## src/rtl/interleave_mon_pkg.sv

```systemverilog
// Shared error codes and event-record layout for the interleaved chain monitor.
package interleave_mon_pkg;

    localparam logic [1:0] ERR_NONE    = 2'b00;
    localparam logic [1:0] ERR_SPUR    = 2'b01;
    localparam logic [1:0] ERR_TIMEOUT = 2'b10;
    localparam logic [1:0] ERR_OVF     = 2'b11;

    // Record shape for the default 5-stage chain with a 16-bit stamp.
    localparam int unsigned EVT_MASK_W = 6;
    localparam int unsigned EVT_TIME_W = 16;

    typedef struct packed {
        logic [EVT_MASK_W-1:0] mask;
        logic [EVT_TIME_W-1:0] stamp;
    } evt_rec_t;

endpackage

```

## src/rtl/interleave_chain_monitor_event_fifo.sv

```systemverilog
// Synchronous FIFO with extra-MSB pointers; head word is read straight from storage.
module event_fifo #(
    parameter int unsigned WIDTH = 22,
    parameter int unsigned DEPTH = 8
) (
    input  logic             clk,
    input  logic             rst_n,
    input  logic             push,
    input  logic [WIDTH-1:0] wdata,
    input  logic             pop,
    output logic [WIDTH-1:0] rdata_c,
    output logic             valid_c,
    output logic             full_c
);

    localparam int unsigned AW = $clog2(DEPTH);

    logic [AW:0]      wr_ptr;
    logic [AW:0]      rd_ptr;
    logic [WIDTH-1:0] mem [DEPTH];
    logic             do_push;
    logic             do_pop;

    assign valid_c = (wr_ptr != rd_ptr);
    assign full_c  = (wr_ptr[AW] != rd_ptr[AW]) && (wr_ptr[AW-1:0] == rd_ptr[AW-1:0]);
    assign do_pop  = pop && valid_c;
    // A full FIFO still accepts a push when the head leaves in the same cycle.
    assign do_push = push && (!full_c || do_pop);
    assign rdata_c = valid_c ? mem[rd_ptr[AW-1:0]] : '0;

    always_ff @(posedge clk) begin
        if (!rst_n) begin
            wr_ptr <= '0;
            rd_ptr <= '0;
        end else begin
            if (do_push) wr_ptr <= wr_ptr + (AW+1)'(1);
            if (do_pop)  rd_ptr <= rd_ptr + (AW+1)'(1);
        end
    end

    always_ff @(posedge clk) begin
        if (do_push) mem[wr_ptr[AW-1:0]] <= wdata;
    end

endmodule

```

## src/rtl/interleave_chain_monitor.sv

```systemverilog
// Samples every tap of a shoelaced inverter/buffer chain, checks stage-by-stage
// propagation, and logs per-sample toggle masks with cycle stamps.
module interleave_chain_monitor
    import interleave_mon_pkg::*;
#(
    parameter int unsigned          N_STAGES         = 5,
    parameter logic [N_STAGES-1:0]  INV_MASK         = '1,
    parameter int unsigned          SYNC_STAGES      = 2,
    parameter int unsigned          MAX_LAT          = 8,
    parameter bit                   ALLOW_SAME_CYCLE = 1'b1,
    parameter int unsigned          LOG_DEPTH        = 8,
    parameter int unsigned          TS_W             = 16,
    localparam int unsigned         SW               = $clog2(N_STAGES + 1)
) (
    input  logic                clk,
    input  logic                rst_n,
    input  logic [N_STAGES:0]   taps,
    output logic                evt_valid,
    input  logic                evt_ready,
    output logic [N_STAGES:0]   evt_mask,
    output logic [TS_W-1:0]     evt_time,
    output logic                settled,
    output logic                err,
    output logic [SW-1:0]       err_stage,
    output logic [1:0]          err_code,
    output logic                overflow
);

    localparam int unsigned AGE_W     = $clog2(MAX_LAT + 1);
    localparam logic [1:0]  FILL_DONE = 2'(SYNC_STAGES);

    logic [N_STAGES:0] s;
    logic [N_STAGES:0] p;
    logic [N_STAGES:0] tog;
    logic [N_STAGES:0] mis;
    logic [N_STAGES:1] mis_p;
    logic [N_STAGES:0] spur;
    logic [N_STAGES:0] tmo;
    logic [AGE_W-1:0]  age [1:N_STAGES];
    logic [1:0]        fill;
    logic              s_real;
    logic              first_valid;
    logic [TS_W-1:0]   ts;
    logic              evt_push;
    logic              fifo_full;
    logic              drop;
    logic              hit;
    logic [SW-1:0]     hit_stage;
    logic [1:0]        hit_code;

    if (SYNC_STAGES == 2) begin : g_sync
        logic [N_STAGES:0] sync1;
        logic [N_STAGES:0] sync2;
        always_ff @(posedge clk) begin
            if (!rst_n) begin
                sync1 <= '0;
                sync2 <= '0;
            end else begin
                sync1 <= taps;
                sync2 <= sync1;
            end
        end
        assign s = sync2;
    end else begin : g_nosync
        assign s = taps;
    end

    // s only carries a real tap value once the synchroniser has refilled after reset.
    assign s_real = (fill == FILL_DONE);

    always_comb begin
        tog = s ^ p;
        mis = '0;
        for (int i = 1; i <= int'(N_STAGES); i++) begin
            mis[i] = s[i] ^ s[i-1] ^ INV_MASK[i-1];
        end
    end

    always_comb begin
        spur = '0;
        tmo  = '0;
        for (int i = 1; i <= int'(N_STAGES); i++) begin
            spur[i] = first_valid && tog[i] && !mis_p[i] && !(ALLOW_SAME_CYCLE && tog[i-1]);
            tmo[i]  = first_valid && (age[i] == AGE_W'(MAX_LAT));
        end
    end

    assign evt_push = first_valid && (tog != '0);
    assign drop     = evt_push && fifo_full && !evt_ready;

    // Lowest stage wins; spurious overrides timeout at the same stage; overflow is stage 0.
    always_comb begin
        hit       = 1'b0;
        hit_stage = '0;
        hit_code  = ERR_NONE;
        for (int i = int'(N_STAGES); i >= 1; i--) begin
            if (tmo[i]) begin
                hit       = 1'b1;
                hit_stage = SW'(i);
                hit_code  = ERR_TIMEOUT;
            end
            if (spur[i]) begin
                hit       = 1'b1;
                hit_stage = SW'(i);
                hit_code  = ERR_SPUR;
            end
        end
        if (drop) begin
            hit       = 1'b1;
            hit_stage = '0;
            hit_code  = ERR_OVF;
        end
    end

    always_ff @(posedge clk) begin
        if (!rst_n) begin
            fill        <= '0;
            first_valid <= 1'b0;
            p           <= '0;
            mis_p       <= '0;
            ts          <= '0;
            settled     <= 1'b0;
            err         <= 1'b0;
            err_stage   <= '0;
            err_code    <= ERR_NONE;
            overflow    <= 1'b0;
        end else begin
            ts      <= ts + TS_W'(1);
            settled <= first_valid && (mis == '0);
            if (!s_real) begin
                fill <= fill + 2'd1;
            end else begin
                p           <= s;
                mis_p       <= mis[N_STAGES:1];
                first_valid <= 1'b1;
            end
            if (drop) overflow <= 1'b1;
            if (hit && !err) begin
                err       <= 1'b1;
                err_stage <= hit_stage;
                err_code  <= hit_code;
            end
        end
    end

    // Per-stage unsettled age, saturating at the timeout threshold.
    always_ff @(posedge clk) begin
        for (int i = 1; i <= int'(N_STAGES); i++) begin
            if (!rst_n || !s_real || !mis[i]) begin
                age[i] <= '0;
            end else if (age[i] != AGE_W'(MAX_LAT)) begin
                age[i] <= age[i] + AGE_W'(1);
            end
        end
    end

    event_fifo #(
        .WIDTH (N_STAGES + 1 + TS_W),
        .DEPTH (LOG_DEPTH)
    ) u_fifo (
        .clk     (clk),
        .rst_n   (rst_n),
        .push    (evt_push),
        .wdata   ({tog, ts}),
        .pop     (evt_ready),
        .rdata_c ({evt_mask, evt_time}),
        .valid_c (evt_valid),
        .full_c  (fifo_full)
    );

endmodule

```

## config.mk

```make
export PLATFORM = sky130hd
export DESIGN_NAME = interleave_chain_monitor
export DESIGN_NICKNAME = d
export VERILOG_FILES = /design/src/rtl/interleave_mon_pkg.sv /design/src/rtl/interleave_chain_monitor_event_fifo.sv /design/src/rtl/interleave_chain_monitor.sv
export SDC_FILE = /design/constraint.sdc
export NUM_CORES = 1
export LEC_CHECK = 0
export BUFFER_PORTS_ARGS = -buffer_cell sky130_fd_sc_hd__buf_2
export CELL_PAD_IN_SITES_DETAIL_PLACEMENT = 0
export CELL_PAD_IN_SITES_GLOBAL_PLACEMENT = 1
export CORE_ASPECT_RATIO = 1.2
export CORE_MARGIN = 8
export CORE_UTILIZATION = 40
export CTS_CLUSTER_SIZE = 14
export DETAILED_ROUTE_END_ITERATION = 7
export GPL_TIMING_DRIVEN = 0
export PLACE_DENSITY_LB_ADDON = 0.1
export SLEW_MARGIN = 10
export SYNTH_ARGS = -nofsm -noshare
export SYNTH_HDL_FRONTEND = slang
export SYNTH_SLANG_ARGS = --single-unit
```

## constraint.sdc

```tcl
create_clock -name clk -period 3.9 [get_ports clk]
set_input_delay 0.39 -clock clk [delete_from_list [all_inputs] [get_ports clk]]
set_output_delay 0.39 -clock clk [all_outputs]
set_load 0.01 [all_outputs]
```

Word level (Yosys, flattened, before mapping)

Memories as Yosys holds them, arrays and structs flattened. A register that Yosys moved wholly into a read port is not among the register bits.
Index checks and enable logic that the tools add are counted.

Bits in registers: 58
Latch bits: 0
Bits in writable memories: 196
Memory bits (read-only): 0
Input bits: 9
Output and inout port bits: 31
Memories kept: 2

Memories:

| memory     | words | width | read ports | clocked after memory_dff | write ports | RTL line                                  | text |
|---|---|---|---|---|---|---|---|
| u_fifo.mem | 8     | 22    | 1          | 1                        | 1           | interleave_chain_monitor_event_fifo.sv:20 | `logic [WIDTH-1:0] mem [DEPTH];` |
| age        | 5     | 4     | 5          | 0                        | 5           | interleave_chain_monitor.sv:39            | `logic [AGE_W-1:0] age [1:N_STAGES];` |

Add/sub/neg operators: 9
Multipliers: 0
Divide/modulo/power cells: 0
$lt $le $gt $ge: 0
Equality and inequality tests: 14
Shift operators: 0
Mux-type cells: 68
Bitwise logic cells: 16
Reduce and logical (&&, ||, !) cells: 52

Operators by type and width:

| kind                                                             | count |
|---|---|
| 3-bit 2-to-1 mux                                                 | 13 |
| 1-bit 2-to-1 mux                                                 | 38 |
| 4-bit by 1-bit adder with 4-bit output (second input constant)   | 7 |
| 1-bit logical AND                                                | 28 |
| 2-bit 2-to-1 mux                                                 | 11 |
| 22-bit 2-to-1 mux                                                | 1 |
| 4-bit equality test (second input constant)                      | 5 |
| 4-bit 2-to-1 mux                                                 | 5 |
| 4-bit != test (second input constant)                            | 5 |
| 16-bit by 1-bit adder with 16-bit output (second input constant) | 1 |
| 1-bit logical NOT                                                | 15 |
| 1-bit logical OR                                                 | 7 |
| 6-bit logical NOT                                                | 1 |
| 6-bit nonzero test                                               | 1 |
| 6-bit bitwise XOR                                                | 1 |
| 1-bit NOT                                                        | 5 |
| 1-bit bitwise OR                                                 | 5 |
| 1-bit bitwise XOR                                                | 5 |
| 4-bit != test                                                    | 1 |
| 3-bit equality test                                              | 1 |
| 2-bit by 1-bit adder with 2-bit output (second input constant)   | 1 |
| 2-bit equality test (second input constant)                      | 1 |
| 1-bit != test                                                    | 1 |

Depth between registers and ports, before layout

Gate-level depths: netlist of the first run.

Depth in word-level cells: 15
Mapped depth: 8
Mapped depth without buffers: 8

Modules after synthesis

A second synthesis of the first run with hierarchy kept.

Cells, all modules: 690
Area total of the unflattened synthesis: 10,670.2 um^2

Modules (own cells, without submodules):

| module                   | instances | cells each | area an instance (um^2) |
|---|---|---|---|
| event_fifo               | 1         | 353        | 7,355.8 |
| interleave_chain_monitor | 1         | 337        | 3,314.4 |

Least setup slack after synthesis of the first run

Ideal clock, no wire load.

Path type: reg-to-reg
Start: register g_sync.sync2[5]
End: memory u_fifo.mem[0][0], enable pin
Arrival: 2.918 ns
Data required time: 3.471 ns
Path slack: 0.553 ns
Stages on the path, launching flop included: 7
Path buffers: 0
Cells stage by stage: dfxtp_1 -> xor2_1 -> nor4_4 -> nand3_4 -> and2_1 -> nand2b_1 -> nor3_1

Word-level cells in the longest chain between the ends: 6

RTL lines:

| element                                | RTL line                                  | text |
|---|---|---|
| start: declaration                     | interleave_chain_monitor.sv:53            | `logic [N_STAGES:0] sync2;` |
| start signal: assignment               | interleave_chain_monitor.sv:60            | `sync2 <= sync1;` |
| 6-bit bitwise XOR                      | interleave_chain_monitor.sv:72            | `tog = s ^ p;` |
| net tog[5]                             | interleave_chain_monitor.sv:34            | `logic [N_STAGES:0] tog;` |
| 6-bit nonzero test                     | interleave_chain_monitor.sv:88            | `assign evt_push = first_valid && (tog != '0);` |
| 1-bit logical AND                      | interleave_chain_monitor.sv:88            |  |
| 1-bit logical AND                      | interleave_chain_monitor_event_fifo.sv:28 | `assign do_push = push && (!full_c \|\| do_pop);` |
| 1-bit 2-to-1 mux                       | interleave_chain_monitor_event_fifo.sv:42 | `if (do_push) mem[wr_ptr[AW-1:0]] <= wdata;` |
| 1-bit 2-to-1 mux (implied by the code) | interleave_chain_monitor_event_fifo.sv:42 |  |
| end: declaration                       | interleave_chain_monitor_event_fifo.sv:20 |  |

The timed path passes the listed nets, and every way through them passes these cells.

Final worst setup path of the first run

Start: register g_sync.sync2[5]
End: memory u_fifo.mem[1][19], enable pin

Same word-level chain as after synthesis.

==> impl_results.rst, run 1 <==
.. list-table::
   :header-rows: 1

   * - Metric
     - Value
   * - Setup violation total in the final timing report
     - 0
   * - Number of max-capacitance violations reported
     - 0
   * - Top-level I/O count
     - 40
   * - Via density
     - approximately 5
   * - Share of power burned in registers
     - 48.0%
   * - Antenna violations before repair
     - 0
   * - Run status
     - finished clean
   * - Die footprint
     - 31900 µm²
   * - Final HPWL DP
     - between 10000 and 15000 µm
   * - Class of the most critical hold timing path
     - input pin to register
   * - Final estimated routing congestion in global placement
     - just under 0.8
   * - Setup skew after layout
     - roughly 0.011 ns
   * - Number of storage elements in the synthesis netlist
     - 257
   * - Launch point of the critical path
     - g_sync.sync2[5]
   * - Wirelength, routed
     - 21900 µm
   * - Number of sinks handled by clock tree synthesis
     - 257
   * - Skew-Pair Late Insertion Delay
     - between 0.5 and 0.6 ns
   * - Total power
     - 6.45 mW
   * - Worst R2R End
     - u_fifo.mem[1][19]
   * - Max-slew violations
     - 0
   * - Buffers inserted by post-CTS timing repair
     - 0
   * - Vert. Die Dim
     - 194 µm
   * - Maximum root-to-sink buffer count
     - 3
   * - Slack of the worst reg-to-reg path
     - 0.59 ns
   * - Pin count of the biggest net entering global routing
     - 23
   * - Worst setup path class
     - register to register
   * - Number of global-route vias before repair
     - 6150
   * - Count of routing violations after the opening detailed-route iteration
     - 218
   * - Storage cell area
     - just over 7000 µm²
   * - Clock transition time at the flip-flop clock pins of the worst setup and hold paths
     - 0.06 ns
   * - Cell depth of the worst hold path
     - 2
   * - Quantity of hold-fixing buffers added after cts
     - 0
   * - Netlist Area Pre-Place
     - 10600 µm²
   * - Post-route insts no fill
     - 1115
   * - Number of remaining DRC errors
     - 0
   * - Highest clock rate
     - 302 MHz
   * - Worst max-slew margin expressed relative to the limit
     - 22.1%
   * - Global route total overflow
     - 0
   * - Startpoint type of the worst setup path
     - register
   * - DP Worst Slack
     - ~0.52 ns
   * - Cell total after placement
     - 1067
   * - Critical hold path startpoint
     - taps[3]
   * - Internal
     - between 4 and 5 mW
   * - Worst VDD drop
     - 0.342 mV
   * - Arrival time of the worst setup path
     - 3.54 ns
   * - Share of the synthesized area in the top cell type
     - 55.7%
   * - Part of the total power dissipated in combinational logic
     - 14.7%
   * - Time the worst path needs with I/O delays and setup
     - ~3.3 ns
   * - Leakage Power
     - 4.22 nW
   * - Reg-to-reg startpoint
     - g_sync.sync2[5]
   * - Cell count of the worst reg-to-reg path
     - 8
   * - Endpoint kind of the worst setup timing path
     - register
   * - Layout Utilization
     - 46.8%
   * - Antenna violation net count after detailed routing
     - 0
   * - Overall die width
     - 164 µm
   * - Portion of total power attributed to the clock network
     - 37.3%
   * - Count of TritonRoute iterations in the first routing pass
     - 4
   * - Slew @ Worst Pin
     - ~1.2 ns
   * - Effective utilization at floorplan
     - 40.4%
   * - Fraction of final layout cells sized beyond drive strength 1
     - 21.0%
   * - Num CTS Buffers
     - 26
   * - Synthesized area divided by synthesized cell count
     - 15.4 µm²
   * - Clock tree from TritonCTS
     - built
   * - Endpoints failing hold
     - 0
   * - CTS H-tree lvls
     - 1
   * - Portion of the clock cycle consumed by the worst path in the final layout
     - 84.8%
   * - First-pass GRT wire length
     - 34800 µm
   * - Final net count
     - 783
   * - Endpoint of the worst hold-timing path
     - g_sync.sync1[3]
   * - WP data required
     - approximately 4.1 ns
   * - CTS-repair resized insts
     - 0
   * - Routed length per instance
     - 19.7 µm
   * - Post-synthesis instance total
     - 684
   * - Largest fanout on the critical path
     - 10
   * - Post-synthesis to final-layout area growth
     - 15.7%
   * - Post-layout worst setup margin
     - 0.591 ns
   * - RSZ-0062 raised after global routing
     - no
   * - Core Rows
     - 65
   * - Synth Warn #
     - 0
   * - Post-Syn Nets
     - about 700
   * - Cell accounting for the most synthesized area
     - sky130_fd_sc_hd__edfxtp_1
   * - Hold Slack
     - between 0.06 and 0.07 ns
   * - Area of combinational cells with multiple inputs
     - 3250 µm²
   * - Net switching power of the design
     - 1.61 mW
   * - Switching Fraction
     - 24.9%
   * - Post-synthesis sequential area ratio
     - 67.3%
   * - Diodes inserted
     - 0
   * - Count of port buffers added during placement
     - 38
   * - Overall fraction of global-route tracks in use
     - 14.1%
   * - CTS root buffer
     - sky130_fd_sc_hd__clkbuf_16
   * - Dominant cells by area after synthesis
     - sky130_fd_sc_hd__edfxtp_1, sky130_fd_sc_hd__dfxtp_1, sky130_fd_sc_hd__mux4_2
   * - Routed vias
     - 5665
   * - Number of library cell types mapped by synthesis
     - 52
   * - CORE AREA
     - about 26000 µm²
   * - Power Dens Cells
     - 528 nW/µm²
   * - Filler cells
     - 2250
## flip-flops by register name (all words and copies together), names as in the netlist, 4 cells and up, named ones only
signal         count
age               20
g_sync.sync1       6
g_sync.sync2       6
mis_p              5
p                  6
ts                16
u_fifo.mem       176
u_fifo.rd_ptr      4
u_fifo.wr_ptr      4
## stage by stage
stage | area, µm² | setup TNS [ns]
after global routing | 12200 | 0
after global placement | 11200 | -87.26
after floorplan | 10600 | 0
final | 12200 | 0
after CTS | 12200 | 0
after detailed placement | 11400 | 0
## critical path, stage by stage (launching register included)
cell and delay [ns]:
sky130_fd_sc_hd__dfxtp_1 0.39, sky130_fd_sc_hd__xor2_1 0.72, sky130_fd_sc_hd__nor4_4 0.09, sky130_fd_sc_hd__nand3_4 0.18
sky130_fd_sc_hd__and2_1 0.22, sky130_fd_sc_hd__nand2_1 0.20, sky130_fd_sc_hd__nor3_2 0.69, sky130_fd_sc_hd__buf_4 0.33
sky130_fd_sc_hd__buf_6 0.18
## final cells by class
class,count,share of cell area [%]
Buffer,30,1.18
Clock buffer,32,5.68
Clock inverter,16,1.17
Inverter,27,0.830
Multi-Input combinational cell,370,26.6
Sequential cell,257,58.2
Tap cell,335,3.43
Timing Repair Buffer,48,2.87
## synth_stat cells, drive strengths merged
| master | n |
|---|---|
| nor3 | 5 |
| nand4bb | 3 |
| nor4bb | 1 |
| edfxtp | 196 |
| o21ai | 10 |
| nor4 | 1 |
| and4 | 1 |
| o21a | 1 |
| mux2i | 37 |
| or3 | 1 |
| o31ai | 1 |
| dfxtp | 61 |
| mux4 | 44 |
| buf | 16 |
| and2 | 20 |
| nor2 | 92 |
| a21boi | 1 |
| nand4 | 9 |
| ha | 14 |
| a22oi | 2 |
| a21o | 1 |
| nand2 | 25 |
| a211oi | 1 |
| a21oi | 10 |
| and3b | 3 |
| clkbuf | 14 |
| inv | 27 |
| xor2 | 27 |
| nand3b | 2 |
| nand3 | 18 |
| nor4b | 1 |
| o221a | 1 |
| or2 | 1 |
| xnor2 | 19 |
| nor2b | 2 |
| nand2b | 4 |
| a31oi | 4 |
| and3 | 7 |
| o31a | 1 |
## cell families (layout without fill, tap and decap cells)
group / Yosys count / after routing / synth area share, %
adder cells (fa/ha/maj): 14 / 14 / 1.66
XOR/XNOR: 46 / 46 / 4.38
AND/OR/NAND/NOR: 196 / 196 / 9.34
flip-flops: 257 / 257 / 67.3
buffers and inverters: 57 / 153 / 2.32
multiplexers: 81 / 81 / 12.9
AO/OA/AOI/OAI: 33 / 33 / 2.10
## placed cells by master, fill, tap and decap left out, types with 6 or more instances in the layout
cell	Yosys	routed
sky130_fd_sc_hd__ha_1	14	14
sky130_fd_sc_hd__nor2_1	92	87
sky130_fd_sc_hd__buf_1	6	6
sky130_fd_sc_hd__nand2_1	25	25
sky130_fd_sc_hd__xor2_1	24	24
sky130_fd_sc_hd__and2_1	20	20
sky130_fd_sc_hd__xnor2_1	17	17
sky130_fd_sc_hd__mux2i_1	37	37
sky130_fd_sc_hd__buf_2	8	46
sky130_fd_sc_hd__inv_1	25	24
sky130_fd_sc_hd__dfxtp_1	61	61
sky130_fd_sc_hd__nand3_1	16	16
sky130_fd_sc_hd__clkbuf_1	13	17
sky130_fd_sc_hd__nand4_1	9	9
sky130_fd_sc_hd__clkbuf_16	0	26
sky130_fd_sc_hd__edfxtp_1	196	196
sky130_fd_sc_hd__and3_1	7	7
sky130_fd_sc_hd__a21oi_1	9	9
sky130_fd_sc_hd__mux4_2	44	44
sky130_fd_sc_hd__clkinv_1	0	6
sky130_fd_sc_hd__o21ai_0	9	9
## power groups by stage
stage | combinational, mW | clock [mW] | sequential (mW)
after detailed placement | 0.970 | 0 | 3.15
after floorplan | 0.672 | 0 | 3.14
after global routing | 1.05 | 2.57 | 3.11
after global placement | 0.933 | 0 | 3.15
after CTS | 0.973 | 2.48 | 3.10
final | 0.945 | 2.41 | 3.10
## routing by layer
layer | vias to the layer above | global-route usage, % | share of wire (%)
li1 | 2679 | - | -
met1 | 2863 | 17.1 | 42
met2 | 90 | 25.3 | 52
met3 | 33 | 2.17 | 3.1
met4 | 0 | 3.91 | 2.3
met5 | - | 0 | 0
## worst max path at each step
stage	endpoint	slack, ns
2_1_floorplan	u_fifo.mem[0][0]	0.55
3_3_place_gp	u_fifo.mem[0][3]	-1.50
3_5_place_dp	u_fifo.mem[1][3]	0.52
4_1_cts	u_fifo.mem[1][19]	0.49
5_1_grt	u_fifo.mem[1][20]	0.32
6_report	u_fifo.mem[1][19]	0.59
Note: power is estimated with default switching activity, not from simulation.
==> run 2, diff against run 1 <==
- clock period: 3.9 -> 3.4 ns (I/O delays scaled with it)
==> run 2 against run 1 <==
Maximum frequency increased by 6.8%. Critical path depth is the same. Cell count up 0.27%. Global-route usage about the same. Routed wire length increased by 0.24%.
==> impl_results.rst, run 2 (synthesis gave the netlist of run 1 again) <==
.. list-table::
   :header-rows: 1

   * - Metric
     - Value
   * - Top-level I/O count
     - 40 (unchanged)
   * - Core Rows
     - 65 (unchanged)
   * - Timing endpoint of the critical path
     - u_fifo.mem[1][19] (unchanged)
   * - Class of the most critical hold timing path
     - input pin to register (unchanged)
   * - Most frequent standard cell in the layout excluding fill and tap cells
     - sky130_fd_sc_hd__edfxtp_1 (unchanged)
   * - Num CTS Buffers
     - 26 (unchanged)
   * - Routed vias
     - 5664 (was 5665)
   * - Portion of the clock cycle consumed by the worst path in the final layout
     - 91.1% (was 84.8%)
   * - Startpoint type of the worst setup path
     - register (unchanged)
   * - WP data required
     - 3.63 ns (was 4.13 ns)
   * - Overall fraction of global-route tracks in use
     - 14.1% (about the same)
   * - Buffers inserted by post-CTS timing repair
     - 0 (unchanged)
   * - Endpoints failing hold
     - 0 (unchanged)
   * - Via density
     - 5.07 (was 5.08)
   * - Area of all placed cells without fillers
     - 12200 µm² (about the same)
   * - Antenna violations before repair
     - 0 (unchanged)
   * - Slew @ Worst Pin
     - 1.17 ns (was 1.16 ns)
   * - Wirelength, routed
     - 22000 µm (was 21900 µm)
   * - Slack of the worst reg-to-reg path
     - 0.30 ns (was 0.59 ns)
   * - CTS H-tree lvls
     - 1 (unchanged)
   * - Flip-flop count of the largest register, all copies and words added
     - 176 (unchanged)
   * - Final net count
     - 786 (was 783)
   * - Power Dens Cells
     - 604 nW/µm² (was 528 nW/µm²)
   * - Count of port buffers added during placement
     - 38 (unchanged)
   * - Worst setup path class
     - register to register (unchanged)
   * - Effective utilization at floorplan
     - 40.4% (unchanged)
   * - Number of sinks handled by clock tree synthesis
     - 257 (unchanged)
   * - Hold Slack
     - 0.0279 ns (was 0.0692 ns)
   * - Largest fanout on the critical path
     - 10 (unchanged)
   * - CP peak stage delay
     - 0.73 ns (was 0.72 ns)
   * - Antenna violation net count after detailed routing
     - 0 (unchanged)
   * - Arrival time of the worst setup path
     - 3.33 ns (was 3.54 ns)
   * - Overall die width
     - 164 µm (unchanged)
   * - CTS root buffer
     - sky130_fd_sc_hd__clkbuf_16 (unchanged)
   * - Number of remaining DRC errors
     - 0 (unchanged)
   * - Pin count of the biggest net entering global routing
     - 23 (unchanged)
   * - RSZ-0062 raised after global routing
     - no (unchanged)
   * - Endpoint kind of the worst setup timing path
     - register (unchanged)
   * - Final estimated routing congestion in global placement
     - 0.779 (unchanged)
   * - Worst R2R End
     - u_fifo.mem[1][19] (unchanged)
   * - Highest-count cells in the layout ignoring fill and taps
     - sky130_fd_sc_hd__edfxtp_1, sky130_fd_sc_hd__nor2_1, sky130_fd_sc_hd__dfxtp_1, sky130_fd_sc_hd__buf_2, sky130_fd_sc_hd__mux4_2 (unchanged)
   * - Maximum root-to-sink buffer count
     - 3 (unchanged)
   * - Vert. Die Dim
     - 194 µm (unchanged)
   * - Setup skew after layout
     - 0.00882 ns (was 0.0107 ns)
   * - Clock tree from TritonCTS
     - built (unchanged)
   * - Number of global-route vias before repair
     - 6163 (was 6150)
   * - Routed length per instance
     - 19.7 µm (about the same)
   * - Worst max-slew margin expressed relative to the limit
     - 21.5% (was 22.1%)
   * - Setup violation total in the final timing report
     - 0 (unchanged)
   * - Global route total overflow
     - 0 (unchanged)
   * - Leakage Power
     - 4.23 nW (was 4.22 nW)
   * - Cell count of the worst reg-to-reg path
     - 8 (unchanged)
   * - Die footprint
     - 31900 µm² (unchanged)
   * - Crit path cell chain
     - xor2_1 -> nor4_4 -> nand3_4 -> and2_1 -> nand2_1 -> nor3_4 -> buf_4 -> buf_6 (was xor2_1 -> nor4_4 -> nand3_4 -> and2_1 -> nand2_1 -> nor3_2 -> buf_4 -> buf_6)
   * - Fraction of final layout cells sized beyond drive strength 1
     - 20.9% (was 21.0%)
   * - Time the worst path needs with I/O delays and setup
     - 3.10 ns (was 3.31 ns)
   * - Highest clock rate
     - 323 MHz (was 302 MHz)
   * - Number of max-capacitance violations reported
     - 0 (unchanged)
   * - Slowest cell on the critical path
     - sky130_fd_sc_hd__xor2_1 (unchanged)
   * - Count of routing violations after the opening detailed-route iteration
     - 194 (was 218)
   * - Launch point of the critical path
     - g_sync.sync2[5] (unchanged)
   * - Placed cell area
     - 11400 µm² (unchanged)
   * - Run status
     - finished clean (unchanged)
   * - Skew-Pair Late Insertion Delay
     - 0.52 ns (about the same)
   * - Final HPWL DP
     - 14500 µm (unchanged)
   * - CORE AREA
     - 26100 µm² (unchanged)
   * - Diodes inserted
     - 0 (unchanged)
   * - Reg-to-reg startpoint
     - g_sync.sync2[5] (unchanged)
   * - First-pass GRT wire length
     - 34900 µm (was 34800 µm)
   * - Worst VDD drop
     - 0.395 mV (was 0.342 mV)
   * - Count of TritonRoute iterations in the first routing pass
     - 4 (unchanged)
   * - Max-slew violations
     - 0 (unchanged)
   * - Clock transition time at the flip-flop clock pins of the worst setup and hold paths
     - 0.06 ns (about the same)
   * - Post-synthesis to final-layout area growth
     - 16.0% (was 15.7%)
run 2: per-layer routing:
metal  vias up  track usage [%]  routed length [µm]
met5         -                0                   0
met4         0             3.91                 504
met3        33             2.19                 834
met2        99             25.4               11500
met1      2848             17.1                9130
li1       2684                -                   -
run 2: timing repair:
| item | in CTS | in global routing |
|---|---|---|
| hold buffers | 3 | 0 |
| hold endpoints to repair | 3 | 0 |
| endpoints found under the setup margin | 6 | 0 |
| gates resized for setup | 1 | 0 |
run 2: worst min-delay path by stage:
stage / depth (start not counted) / start / end
2_1_floorplan: 1 / g_sync.sync1[0] / g_sync.sync2[0]
3_3_place_gp: 1 / g_sync.sync1[1] / g_sync.sync2[1]
6_report: 2 / taps[0] / g_sync.sync1[0]
3_5_place_dp: 1 / g_sync.sync1[3] / g_sync.sync2[3]
4_1_cts: 2 / taps[0] / g_sync.sync1[0]
5_1_grt: 2 / taps[4] / g_sync.sync1[4]
run 2: final cells by class:
cell class | instances | area [µm²]
fill | 2246 | 13900
sequential | 257 | 7110
multi-input combinational | 370 | 3260
clock buffer | 32 | 693
tap | 335 | 419
timing repair buffer | 51 | 380
buffer | 30 | 144
clock inverter | 16 | 143
inverter | 27 | 101
run 2: power by group:
part / switching [mW] / total (mW) / internal, mW
Combinational: 0.610 / 1.08 / 0.474
Sequential: 0.0689 / 3.55 / 3.48
Clock: 1.16 / 2.76 / 1.60
run 2: worst max-delay path, delay by kind of cell (launching register included):
| kind | cells | cell delay (ns) |
|---|---|---|
| xor gates and xnor gates | 1 | 0.73 |
| buffers and inverters | 2 | 0.48 |
| DFF | 1 | 0.39 |
| and+or+nand+nor | 5 | 1.19 |
run 2: per-stage QoR:
step	power, mW	setup WS (ns)	cells	utilization (%)	setup TNS [ns]
2_1_floorplan	4.37	0.0532	684	-	0
3_5_place_dp	4.73	0.0234	1067	43.6	0
4_1_cts	7.51	0.231	1118	46.9	0
3_3_place_gp	4.69	-2.00	1057	42.8	-164.26
5_1_grt	7.72	0.0499	1118	46.9	0
6_report	7.40	0.301	1118	46.9	0
==> run 3, diff against run 2 <==
- ABC_AREA: default -> 1
==> run 3 against run 2 <==
Synthesized cell count is 42% higher. Synthesized area is 0.13% lower. Count of clock-buffer cells in the layout is 1 lower. Non-clock buffer count is 8 higher. Clock skew is 0.0053 ns higher. Largest power group unchanged. Highest routed layer unchanged.
==> impl_results.rst, run 3 <==
.. list-table::
   :header-rows: 1

   * - Metric
     - Value
   * - Number of global-route vias before repair
     - 7288 (was 6163)
   * - Largest fanout on the critical path
     - 10 (unchanged)
   * - Post-Syn Nets
     - 995 (was 707)
   * - Core Rows
     - 65 (unchanged)
   * - Slowest cell on the critical path
     - sky130_fd_sc_hd__clkbuf_1 (was sky130_fd_sc_hd__xor2_1)
   * - Cell total after placement
     - 1349 (was 1067)
   * - Most frequent standard cell in the layout excluding fill and tap cells
     - sky130_fd_sc_hd__edfxtp_1 (unchanged)
   * - Endpoint of the worst hold-timing path
     - g_sync.sync1[3] (was g_sync.sync1[0])
   * - Met1 Resource Use GR
     - 20.4% (was 17.1%)
   * - Slack of the worst reg-to-reg path
     - 0.61 ns (was 0.30 ns)
   * - Max-slew violations
     - 0 (unchanged)
   * - Highest clock rate
     - 336 MHz (was 323 MHz)
   * - CORE AREA
     - 26100 µm² (unchanged)
   * - Clock tree from TritonCTS
     - built (unchanged)
   * - Post-synthesis instance total
     - 972 (was 684)
   * - Arrival time of the worst setup path
     - 2.63 ns (was 3.33 ns)
   * - Clock transition time at the flip-flop clock pins of the worst setup and hold paths
     - 0.06 ns (about the same)
   * - Class of the most critical hold timing path
     - input pin to register (unchanged)
   * - Quantity of hold-fixing buffers added after cts
     - 5 (was 3)
   * - Routed length per instance
     - 18.1 µm (was 19.7 µm)
   * - Count of port buffers added during placement
     - 38 (unchanged)
   * - Predominant post-synthesis flop cell
     - sky130_fd_sc_hd__edfxtp_1 (unchanged)
   * - Num CTS Buffers
     - 27 (was 26)
   * - Global-route met3 utilization
     - 2.40% (was 2.19%)
   * - Crit path cell chain
     - clkbuf_1 -> inv_1 -> clkbuf_1 -> o21ai_0 -> o22ai_1 -> o21ai_0 -> a31oi_1 -> buf_2 (was xor2_1 -> nor4_4 -> nand3_4 -> and2_1 -> nand2_1 -> nor3_4 -> buf_4 -> buf_6)
   * - Most common library cells after synthesis
     - sky130_fd_sc_hd__nor2_1, sky130_fd_sc_hd__edfxtp_1, sky130_fd_sc_hd__o21ai_0, sky130_fd_sc_hd__nand2_1, sky130_fd_sc_hd__inv_1 (was sky130_fd_sc_hd__edfxtp_1, sky130_fd_sc_hd__nor2_1, sky130_fd_sc_hd__dfxtp_1, sky130_fd_sc_hd__mux4_2, sky130_fd_sc_hd__mux2i_1)
   * - Flip-flop count of the largest register, all copies and words added
     - 176 (unchanged)
   * - Run status
     - finished clean (unchanged)
   * - Area of all placed cells without fillers
     - 12200 µm² (unchanged)
   * - Antenna violations before repair
     - 0 (unchanged)
   * - Most instantiated library cell after synthesis
     - sky130_fd_sc_hd__nor2_1 (was sky130_fd_sc_hd__edfxtp_1)
   * - Setup skew after layout
     - 0.0142 ns (was 0.00882 ns)
   * - RSZ-0062 raised after global routing
     - no (unchanged)
   * - Netlist Area Pre-Place
     - 10500 µm² (was 10600 µm²)
   * - Fraction of final layout cells sized beyond drive strength 1
     - 11.5% (was 20.9%)
   * - WP data required
     - 3.06 ns (was 3.63 ns)
   * - Number of remaining DRC errors
     - 0 (unchanged)
   * - Effective utilization at floorplan
     - 40.4% (about the same)
   * - Vert. Die Dim
     - 194 µm (about the same)
   * - Antenna violation net count after detailed routing
     - 0 (unchanged)
   * - Placed cell area
     - 11300 µm² (was 11400 µm²)
   * - Portion of the clock cycle consumed by the worst path in the final layout
     - 87.5% (was 91.1%)
   * - CP Buf/Inv Count
     - 4 (was 2)
   * - Global route total overflow
     - 0 (unchanged)
   * - Power Dens Cells
     - 750 nW/µm² (was 604 nW/µm²)
   * - Endpoint kind of the worst setup timing path
     - primary output (was register)
   * - Time the worst path needs with I/O delays and setup
     - 2.97 ns (was 3.10 ns)
   * - Cell count of the worst reg-to-reg path
     - 9 (was 8)
   * - Final estimated routing congestion in global placement
     - 0.777 (was 0.779)
   * - Buffers inserted by post-CTS timing repair
     - 0 (unchanged)
   * - Worst VDD drop
     - 0.395 mV (about the same)
   * - Synthesized area divided by synthesized cell count
     - 10.8 µm² (was 15.4 µm²)
   * - Count of TritonRoute iterations in the first routing pass
     - 4 (unchanged)
   * - Number of max-capacitance violations reported
     - 0 (unchanged)
   * - Via density
     - 4.95 (was 5.07)
   * - Post-synthesis sequential area ratio
     - 67.4% (was 67.3%)
   * - Number of sinks handled by clock tree synthesis
     - 257 (unchanged)
   * - Cell accounting for the most synthesized area
     - sky130_fd_sc_hd__edfxtp_1 (unchanged)
   * - CTS root buffer
     - sky130_fd_sc_hd__clkbuf_16 (unchanged)
   * - Number of library cell types mapped by synthesis
     - 37 (was 52)
   * - Overall die width
     - 164 µm (about the same)
   * - Worst max-slew margin expressed relative to the limit
     - 41.9% (was 21.5%)
   * - Final HPWL DP
     - 17000 µm (was 14500 µm)
   * - Startpoint type of the worst setup path
     - register (unchanged)
   * - Synth Warn #
     - 0 (unchanged)
   * - Fraction of met2 tracks used by global routing
     - 28.3% (was 25.4%)
   * - Routing layer with the top usage in global route
     - met2 (unchanged)
   * - Count of routing violations after the opening detailed-route iteration
     - 320 (was 194)
   * - Worst setup path class
     - register to primary output (was register to register)
   * - Number of storage elements in the synthesis netlist
     - 257 (unchanged)
   * - Pin count of the biggest net entering global routing
     - 23 (unchanged)
   * - Endpoints failing hold
     - 0 (unchanged)
   * - Final net count
     - 1071 (was 786)
   * - CTS-repair resized insts
     - 0 (was 1)
   * - Number of enable flip-flop cells after synthesis
     - 196 (unchanged)
   * - Slew @ Worst Pin
     - 0.869 ns (was 1.17 ns)
   * - Reg-to-reg startpoint
     - g_sync.sync2[3] (was g_sync.sync2[5])
   * - Dominant cells by area after synthesis
     - sky130_fd_sc_hd__edfxtp_1, sky130_fd_sc_hd__dfxtp_1, sky130_fd_sc_hd__nor2_1 (was sky130_fd_sc_hd__edfxtp_1, sky130_fd_sc_hd__dfxtp_1, sky130_fd_sc_hd__mux4_2)
   * - CTS H-tree lvls
     - 1 (unchanged)
   * - Share of the synthesized area in the top cell type
     - 55.8% (was 55.7%)
   * - Diodes inserted
     - 0 (unchanged)
   * - Post-route insts no fill
     - 1403 (was 1118)
   * - Cell depth of the worst hold path
     - 3 (was 2)
   * - Die footprint
     - 31800 µm² (was 31900 µm²)
   * - Critical hold path startpoint
     - taps[3] (was taps[0])
   * - Wirelength, routed
     - 25400 µm (was 22000 µm)
   * - Crit-path leading delay family
     - buffers and inverters (was simple AND/OR/NAND/NOR gates)
   * - Top-level I/O count
     - 40 (unchanged)
   * - Highest-count cells in the layout ignoring fill and taps
     - sky130_fd_sc_hd__edfxtp_1, sky130_fd_sc_hd__nor2_1, sky130_fd_sc_hd__o21ai_0, sky130_fd_sc_hd__nand2_1, sky130_fd_sc_hd__inv_1 (was sky130_fd_sc_hd__edfxtp_1, sky130_fd_sc_hd__nor2_1, sky130_fd_sc_hd__dfxtp_1, sky130_fd_sc_hd__buf_2, sky130_fd_sc_hd__mux4_2)
   * - Setup violation total in the final timing report
     - 0 (unchanged)
   * - Worst R2R End
     - u_fifo.mem[0][6] (was u_fifo.mem[1][19])
   * - CP peak stage delay
     - 0.49 ns (was 0.73 ns)
   * - Skew-Pair Late Insertion Delay
     - 0.53 ns (was 0.52 ns)
   * - Share of synthesized registers carrying an async set or reset
     - 0% (unchanged)
   * - Leakage Power
     - 4.75 nW (was 4.23 nW)
   * - Overall fraction of global-route tracks in use
     - 16.2% (was 14.1%)
   * - Maximum root-to-sink buffer count
     - 3 (unchanged)
   * - First-pass GRT wire length
     - 40400 µm (was 34900 µm)
   * - Routed vias
     - 6946 (was 5664)
   * - Post-synthesis to final-layout area growth
     - 16.1% (was 16.0%)
   * - Total negative setup slack
     - 0 ns (unchanged)
[run 3: tightest hold or removal path, delay by kind of cell]
kind	cells	cell delay [ns]
buffers and inverters	2	0.13
and+or+nand+nor	1	0.05
[run 3: cell families (layout without fill, tap and decap cells)]
logic type / Yosys count / after routing / synth area share, %
XOR/XNOR: 25 / 25 / 2.29
AO/OA/AOI/OAI: 208 / 208 / 10.7
flip-flops: 257 / 257 / 67.4
adder cells (fa/ha/maj): 14 / 14 / 1.66
buffers and inverters: 123 / 219 / 4.50
AND/OR/NAND/NOR: 345 / 345 / 13.5
[run 3: cell type report]
cell class                 instances  area [µm²]
buffer                            42         169
clock buffer                      31         701
clock inverter                    18         193
fill                            2485       13900
inverter                          81         305
multi-input combinational        592        3020
sequential                       257        7110
tap                              335         419
timing repair buffer              47         338
[run 3: how the worst max path moves through the flow]
stage / slack, ns / endpoint / cells after the start
after global routing: 0.22 / evt_time[7] / 8
after floorplan: 0.69 / u_fifo.mem[0][0] / 9
final: 0.43 / evt_time[2] / 8
after detailed placement: 0.60 / u_fifo.mem[0][7] / 9
after global placement: -0.57 / u_fifo.mem[0][7] / 9
after CTS: 0.39 / evt_mask[3] / 8
[run 3: per-layer routing]
metal | up-vias | wire length (µm)
li1 | 3503 | -
met4 | 0 | 564
met3 | 36 | 845
met5 | - | 0
met2 | 96 | 12700
met1 | 3311 | 11300
[run 3: power breakdown]
part	internal, mW	switching, mW
combinational	0.800	1.80
clock	1.78	1.21
sequential	3.52	0.0807
[run 3: through the flow]
stage | utilization [%] | hold WS, ns | setup slack [ns] | total power, mW
2_1_floorplan | - | 0.390 | 0.686 | 5.27
3_5_place_dp | 43.3 | 0.401 | 0.598 | 6.32
6_report | 46.9 | 0.0203 | 0.425 | 9.19
3_3_place_gp | 42.7 | 0.396 | -0.565 | 6.32
4_1_cts | 46.9 | 0.000300 | 0.391 | 9.31
5_1_grt | 46.9 | 0.0337 | 0.218 | 9.73
